==> src/rtl/multicycle_controller.sv <==
// Multi-cycle sequencer for the RV32I integer core: steps each instruction
// through FETCH, DECODE, EXECUTE, MEM and WRITEBACK. It drives the memory
// handshakes, the datapath load strobes, the ALU op and the regfile write.
module multicycle_controller #(
    parameter int unsigned instr_width  = 32,
    parameter int unsigned alu_op_width = 4
) (
    input  logic                    clk,
    input  logic                    rst_n,
    input  logic [instr_width-1:0]  instruction,
    input  logic                    imem_valid,
    input  logic                    dmem_ready,
    output logic                    imem_req,
    output logic                    ir_write,
    output logic                    pc_write,
    output logic [alu_op_width-1:0] alu_op,
    output logic                    alu_src_imm,
    output logic                    dmem_req,
    output logic                    dmem_we,
    output logic                    wb_sel,
    output logic                    regfile_write_enable,
    output logic                    illegal_instr,
    output logic [2:0]              state
);

    typedef enum logic [2:0] {
        StFetch     = 3'd0,
        StDecode    = 3'd1,
        StExecute   = 3'd2,
        StMem       = 3'd3,
        StWriteback = 3'd4,
        StTrap      = 3'd5
    } state_e;

    typedef enum logic [1:0] {
        ClsR     = 2'd0,
        ClsI     = 2'd1,
        ClsLoad  = 2'd2,
        ClsStore = 2'd3
    } class_e;

    localparam logic [3:0] AluAdd  = 4'b0000;
    localparam logic [3:0] AluSub  = 4'b0001;
    localparam logic [3:0] AluSll  = 4'b0010;
    localparam logic [3:0] AluSlt  = 4'b0011;
    localparam logic [3:0] AluSltu = 4'b0100;
    localparam logic [3:0] AluXor  = 4'b0101;
    localparam logic [3:0] AluSrl  = 4'b0110;
    localparam logic [3:0] AluSra  = 4'b0111;
    localparam logic [3:0] AluOr   = 4'b1000;
    localparam logic [3:0] AluAnd  = 4'b1001;

    localparam logic [6:0] OpR     = 7'b0110011;
    localparam logic [6:0] OpI     = 7'b0010011;
    localparam logic [6:0] OpLoad  = 7'b0000011;
    localparam logic [6:0] OpStore = 7'b0100011;

    localparam logic [6:0] F7Base  = 7'b0000000;
    localparam logic [6:0] F7Alt   = 7'b0100000;

    state_e                  state_q, state_d;
    logic [alu_op_width-1:0] alu_op_q, alu_op_d;
    logic                    alu_src_q, alu_src_d;
    class_e                  class_q, class_d;

    logic [6:0] opcode;
    logic [2:0] func3;
    logic [6:0] func7;
    logic [3:0] f3_op;
    logic [3:0] dec_op;
    logic       dec_imm;
    class_e     dec_class;
    logic       dec_legal;
    logic       unused_instr_bits;

    assign opcode = instruction[6:0];
    assign func3  = instruction[14:12];
    assign func7  = instruction[31:25];
    // Register specifiers and immediates belong to the datapath.
    assign unused_instr_bits = ^{instruction[24:15], instruction[11:7]};

    // Instruction decode from the IR contents.
    always_comb begin
        dec_op    = AluAdd;
        dec_imm   = 1'b0;
        dec_class = ClsR;
        dec_legal = 1'b0;
        f3_op     = AluAdd;

        case (func3)
            3'b001:  f3_op = AluSll;
            3'b010:  f3_op = AluSlt;
            3'b011:  f3_op = AluSltu;
            3'b100:  f3_op = AluXor;
            3'b110:  f3_op = AluOr;
            3'b111:  f3_op = AluAnd;
            default: f3_op = AluAdd;
        endcase

        case (opcode)
            OpR: begin
                dec_class = ClsR;
                dec_legal = 1'b1;
                case (func3)
                    3'b000: begin
                        if (func7 == F7Base)     dec_op = AluAdd;
                        else if (func7 == F7Alt) dec_op = AluSub;
                        else                     dec_legal = 1'b0;
                    end
                    3'b101: begin
                        if (func7 == F7Base)     dec_op = AluSrl;
                        else if (func7 == F7Alt) dec_op = AluSra;
                        else                     dec_legal = 1'b0;
                    end
                    default: begin
                        dec_op = f3_op;
                        if (func7 != F7Base) dec_legal = 1'b0;
                    end
                endcase
            end
            OpI: begin
                dec_class = ClsI;
                dec_imm   = 1'b1;
                dec_legal = 1'b1;
                case (func3)
                    3'b000: dec_op = AluAdd;
                    3'b001: begin
                        dec_op = AluSll;
                        if (func7 != F7Base) dec_legal = 1'b0;
                    end
                    3'b101: begin
                        if (func7 == F7Base)     dec_op = AluSrl;
                        else if (func7 == F7Alt) dec_op = AluSra;
                        else                     dec_legal = 1'b0;
                    end
                    // Upper bits are immediate for the remaining I-type ops.
                    default: dec_op = f3_op;
                endcase
            end
            OpLoad: begin
                dec_class = ClsLoad;
                dec_imm   = 1'b1;
                dec_legal = 1'b1;
            end
            OpStore: begin
                dec_class = ClsStore;
                dec_imm   = 1'b1;
                dec_legal = 1'b1;
            end
            default: dec_legal = 1'b0;
        endcase
    end

    // Next-state, decode-register capture and output strobes.
    always_comb begin
        state_d              = state_q;
        alu_op_d             = alu_op_q;
        alu_src_d            = alu_src_q;
        class_d              = class_q;
        imem_req             = 1'b0;
        ir_write             = 1'b0;
        pc_write             = 1'b0;
        alu_op               = '0;
        alu_src_imm          = 1'b0;
        dmem_req             = 1'b0;
        dmem_we              = 1'b0;
        wb_sel               = 1'b0;
        regfile_write_enable = 1'b0;
        illegal_instr        = 1'b0;

        case (state_q)
            StFetch: begin
                imem_req = 1'b1;
                if (imem_valid) begin
                    ir_write = 1'b1;
                    pc_write = 1'b1;
                    state_d  = StDecode;
                end
            end
            StDecode: begin
                alu_op_d  = alu_op_width'(dec_op);
                alu_src_d = dec_imm;
                class_d   = dec_class;
                state_d   = dec_legal ? StExecute : StTrap;
            end
            StExecute: begin
                alu_op      = alu_op_q;
                alu_src_imm = alu_src_q;
                if (class_q == ClsLoad || class_q == ClsStore) state_d = StMem;
                else                                          state_d = StWriteback;
            end
            StMem: begin
                // Address operands held stable for the whole access.
                alu_op      = alu_op_q;
                alu_src_imm = alu_src_q;
                dmem_req    = 1'b1;
                dmem_we     = (class_q == ClsStore);
                if (dmem_ready) state_d = (class_q == ClsStore) ? StFetch : StWriteback;
            end
            StWriteback: begin
                regfile_write_enable = 1'b1;
                wb_sel               = (class_q == ClsLoad);
                state_d              = StFetch;
            end
            StTrap: begin
                illegal_instr = 1'b1;
            end
            default: state_d = StFetch;
        endcase

        // Outputs are forced quiet while reset is held, even mid-handshake.
        if (!rst_n) begin
            imem_req             = 1'b0;
            ir_write             = 1'b0;
            pc_write             = 1'b0;
            alu_op               = '0;
            alu_src_imm          = 1'b0;
            dmem_req             = 1'b0;
            dmem_we              = 1'b0;
            wb_sel               = 1'b0;
            regfile_write_enable = 1'b0;
            illegal_instr        = 1'b0;
        end
    end

    assign state = state_q;

    // State and decode registers.
    always_ff @(posedge clk or negedge rst_n) begin
        if (!rst_n) begin
            state_q   <= StFetch;
            alu_op_q  <= '0;
            alu_src_q <= 1'b0;
            class_q   <= ClsR;
        end else begin
            state_q   <= state_d;
            alu_op_q  <= alu_op_d;
            alu_src_q <= alu_src_d;
            class_q   <= class_d;
        end
    end

endmodule

==> config.mk <==
export PLATFORM = sky130hd
export DESIGN_NAME = multicycle_controller
export DESIGN_NICKNAME = d
export VERILOG_FILES = /design/src/rtl/multicycle_controller.sv
export SDC_FILE = /design/constraint.sdc
export NUM_CORES = 1
export LEC_CHECK = 0
export CAP_MARGIN = 20
export CORE_UTILIZATION = 30
export DETAILED_ROUTE_END_ITERATION = 10
export HOLD_SLACK_MARGIN = 0.15
export PLACE_DENSITY = 0.79
export RECOVER_POWER = 25
export SETUP_SLACK_MARGIN = 0.02
export SYNTH_ARGS = -nofsm -noshare
export SYNTH_HDL_FRONTEND = slang
export SYNTH_SLANG_ARGS = --single-unit
==> constraint.sdc <==
create_clock -name clk -period 1.3 [get_ports clk]
set_input_delay 0.39 -clock clk [delete_from_list [all_inputs] [get_ports clk]]
set_output_delay 0.39 -clock clk [all_outputs]
set_load 0.1 [all_outputs]
==> reports/qor.csv <==
stage;metric;value;unit
drt;final WL;2990;um
placed_design;GPL Wtd Cong;0.830;
placed_design;Port Buffer Count;36;
finish;commonest non-fill, non-tap cells in the layout;buf_4 (27), buf_12 (17), nand2_1 (11), dlygate4sd2_1 (10), buf_6 (10);
synthesis;top post-synthesis cells by area;dfrtp_1 (35%), nand2_1 (6.4%), and3_1 (6.2%), nor2_1 (4.8%), o21ai_0 (3.5%);
drt;DR vias;1017;
sta;Fin. Hold Viols;0;
finish;layout cells sized above 1;0.630;
synthesis;Avg Inst Size Synth;8.05;um^2
drt;DRT iter0 DRCs;30;
synthesis;Post-synth EDFFs;0;
worst_setup_path;FF-to-FF Start;state[1];
placed_design;dpl ws;-0.815;ns
worst_setup_path;Critical Path RT;0.91;ns
placed_design;placed cell areas;1590;um^2
clock_tree;CTS Hold Bufs;0;
finish;fillers;139;
worst_setup_path;Crit path top cell by count;and3_4;
synthesis;ys flop type;dfrtp_1;
placed_design;DP HPWL;1920;um
sta;RSZ-0062 raised after global routing;yes;
clock_tree;total CTS buffers;3;
finish;post-layout util;0.803;
synthesis;Mapped Area;708;um^2
worst_setup_path;worst path cell trace;nor2b_4 -> and3_4 -> and3_4 -> buf_12;
sta;Setup Skew;0.000396;ns
sta;period utilization;1.45;
drt;DRT antenna net count;0;
finish;commonest non-fill, non-tap cell in the layout;buf_4;
sta;Slew @ Worst Pin;0.370;ns
finish;design area;1780;um^2
global_route;vias in the first global route;1056;
worst_setup_path;R2R Setup Slk;-0.33;ns
floorplan;Die Span Y;50.6;um
worst_setup_path;CP Capture Type;primary output;
power;Max VDD drop;0.00141;V
global_route;GRT overflow;0;
synthesis;largest area contributor in the netlist;dfrtp_1;
clock_tree;TritonCTS Sinks;10;
finish;footprint of the multi-input gates;619;um^2
floorplan;Core Box Area;2210;um^2
worst_hold_path;Hold Crit Class;in2async;
global_route;met2 usage;0.484;
global_route;first-pass GRT wire length;4460;um
synthesis;Seq/Total Area, Yosys;0.353;
power;PD cells;1360;nW/um^2
synthesis;Post-synth ARST share;1.00;
run_status;failing checks;negative setup slack;
clock_tree;clk_lat worst skew;0.27;ns
worst_setup_path;startpoint type of the worst setup path;flop;
worst_setup_path;crit path buf inv count;1;
synthesis;Synth cell types;35;
clock_tree;Clk pin slew, worst setup/hold paths;0.07;ns
sta;setup ws final;-0.589;ns
power;P_leak;0.759;nW
floorplan;DIE AREA;2560;um^2
finish;Area Overhead vs Synth;151;%
synthesis;Syn Nets;124;
sta;number of setup violations in the final report;26;
worst_setup_path;reg2reg end;alu_op_q[0];
floorplan;starting density of the core;0.320;
finish;antenna fix cells;0;
synthesis;yosys synthesis warning count;0;
floorplan;I/O pin cnt;52;
sta;hold_ws;0.159;ns
finish;register area;262;um^2
worst_setup_path;CP top delay family;simple AND/OR/NAND/NOR gates;
worst_setup_path;Crit path arrival time;1.50;ns
worst_setup_path;R2R cell count;4;
worst_setup_path;Largest stage delay, worst path;0.51;ns
floorplan;Die Wd;50.6;um
synthesis;share of the synthesized area in the top cell type;0.353;
run_status;status;finished with violations;
synthesis;Synth Register Bits;10;
clock_tree;H-tree Lvls;1;
synthesis;Mapped Cells;88;
global_route;M3 GR Usage;0.0212;
flow_run;max-capacitance violation count;0;
worst_setup_path;CP max stage cell;dfrtp_4;
global_route;GRT met1 Usage;0.229;
clock_tree;TritonCTS clock tree;built;
sta;post-route setup TNS;-10.12;ns
global_route;initial antenna violation count;0;
global_route;Overall Global Routing Usage;0.239;
sta;fin. max-slew vios;0;
global_route;largest net degree at the start of global routing;12;
global_route;GRT Max-Usage Layer;met2;
drt;first-pass detailed-route iteration total;7;
sta;Rel. slew slack;0.752;
drt;Residual DRC;0;
floorplan;Row Count;17;
finish;Layout Nets;199;
clock_tree;Root Driver;clkbuf_4;
worst_setup_path;worst-path fanout max;3;
sta;min Tclk post-route;1.89;ns
drt;vias per cell;5.35;
clock_tree;maximum clock path buffer count;2;
sta;Max Fclk;0.529;GHz
drt;Wirelength per Cell;15.7;um
worst_setup_path;Worst Path Class, Setup;reg2out;
==> kinds of logic (layout without fill, tap and decap cells) <==
| family | Yosys count | after routing | synth area share |
|---|---|---|---|
| AND/OR/NAND/NOR | 44 | 44 | 0.325 |
| buffers and inverters | 7 | 81 | 0.0530 |
| AO/OA/AOI/OAI | 25 | 25 | 0.244 |
| flip-flops | 10 | 10 | 0.353 |
| XOR/XNOR | 2 | 2 | 0.0247 |
==> layout make-up <==
type / instances / area share
sequential: 10 / 0.147
clock buffer: 4 / 0.0204
multi-input combinational: 71 / 0.349
timing repair buffer: 74 / 0.457
tap: 28 / 0.0197
inverter: 3 / 0.00634
==> stage by stage <==
stage | cells | power [mW]
2_1_floorplan | 88 | 1.20
3_3_place_gp | 179 | 1.85
3_5_place_dp | 179 | 1.88
4_1_cts | 189 | 2.31
5_1_grt | 190 | 2.49
6_report | 190 | 2.41
==> layer usage <==
| metal | up-vias | part of all wire |
|---|---|---|
| li1 | 467 | - |
| met1 | 496 | 0.37 |
| met5 | - | 0 |
| met4 | 0 | 0.033 |
| met2 | 43 | 0.56 |
| met3 | 11 | 0.039 |
==> cells in the mapped netlist, types with 2 or more instances <==
master     n
o21ai_1    4
and3_1     7
nand2_1   12
a211oi_1   2
o31ai_1    3
dfrtp_1   10
inv_1      2
o21ai_0    5
clkbuf_1   2
nor4_1     3
nor2_1     9
xnor2_1    2
nor2b_1    3
a21oi_1    3
==> worst max-delay path by stage <==
stage                         from        to  cells after the start
global placement    instruction[5]  state[2]                      6
finish                    state[2]   dmem_we                      4
floorplan                 state[1]  pc_write                      4
global route              state[2]   dmem_we                      4
CTS                       state[1]  pc_write                      4
detailed placement  instruction[5]  state[2]                      6
==> where the power goes <==
group / internal, mW / switching, mW / leakage [nW]
Combinational: 0.736 / 0.915 / 0.610
Sequential: 0.385 / 0.0840 / 0.129
Clock: 0.171 / 0.116 / 0.0210
==> registers in the layout, indices dropped and copies added (netlist names) <==
| register | cells |
|---|---|
| alu_src_q | 1 |
| alu_op_q | 4 |
| class_q | 2 |
| state | 3 |
==> timing repair <==
action / in CTS / in global routing
pin swaps: 18 / 5
gates resized for setup: 61 / 7
buffers inserted: 7 / 1
endpoints found under the setup margin: 26 / 26
(Power assumes the default switching activity.)
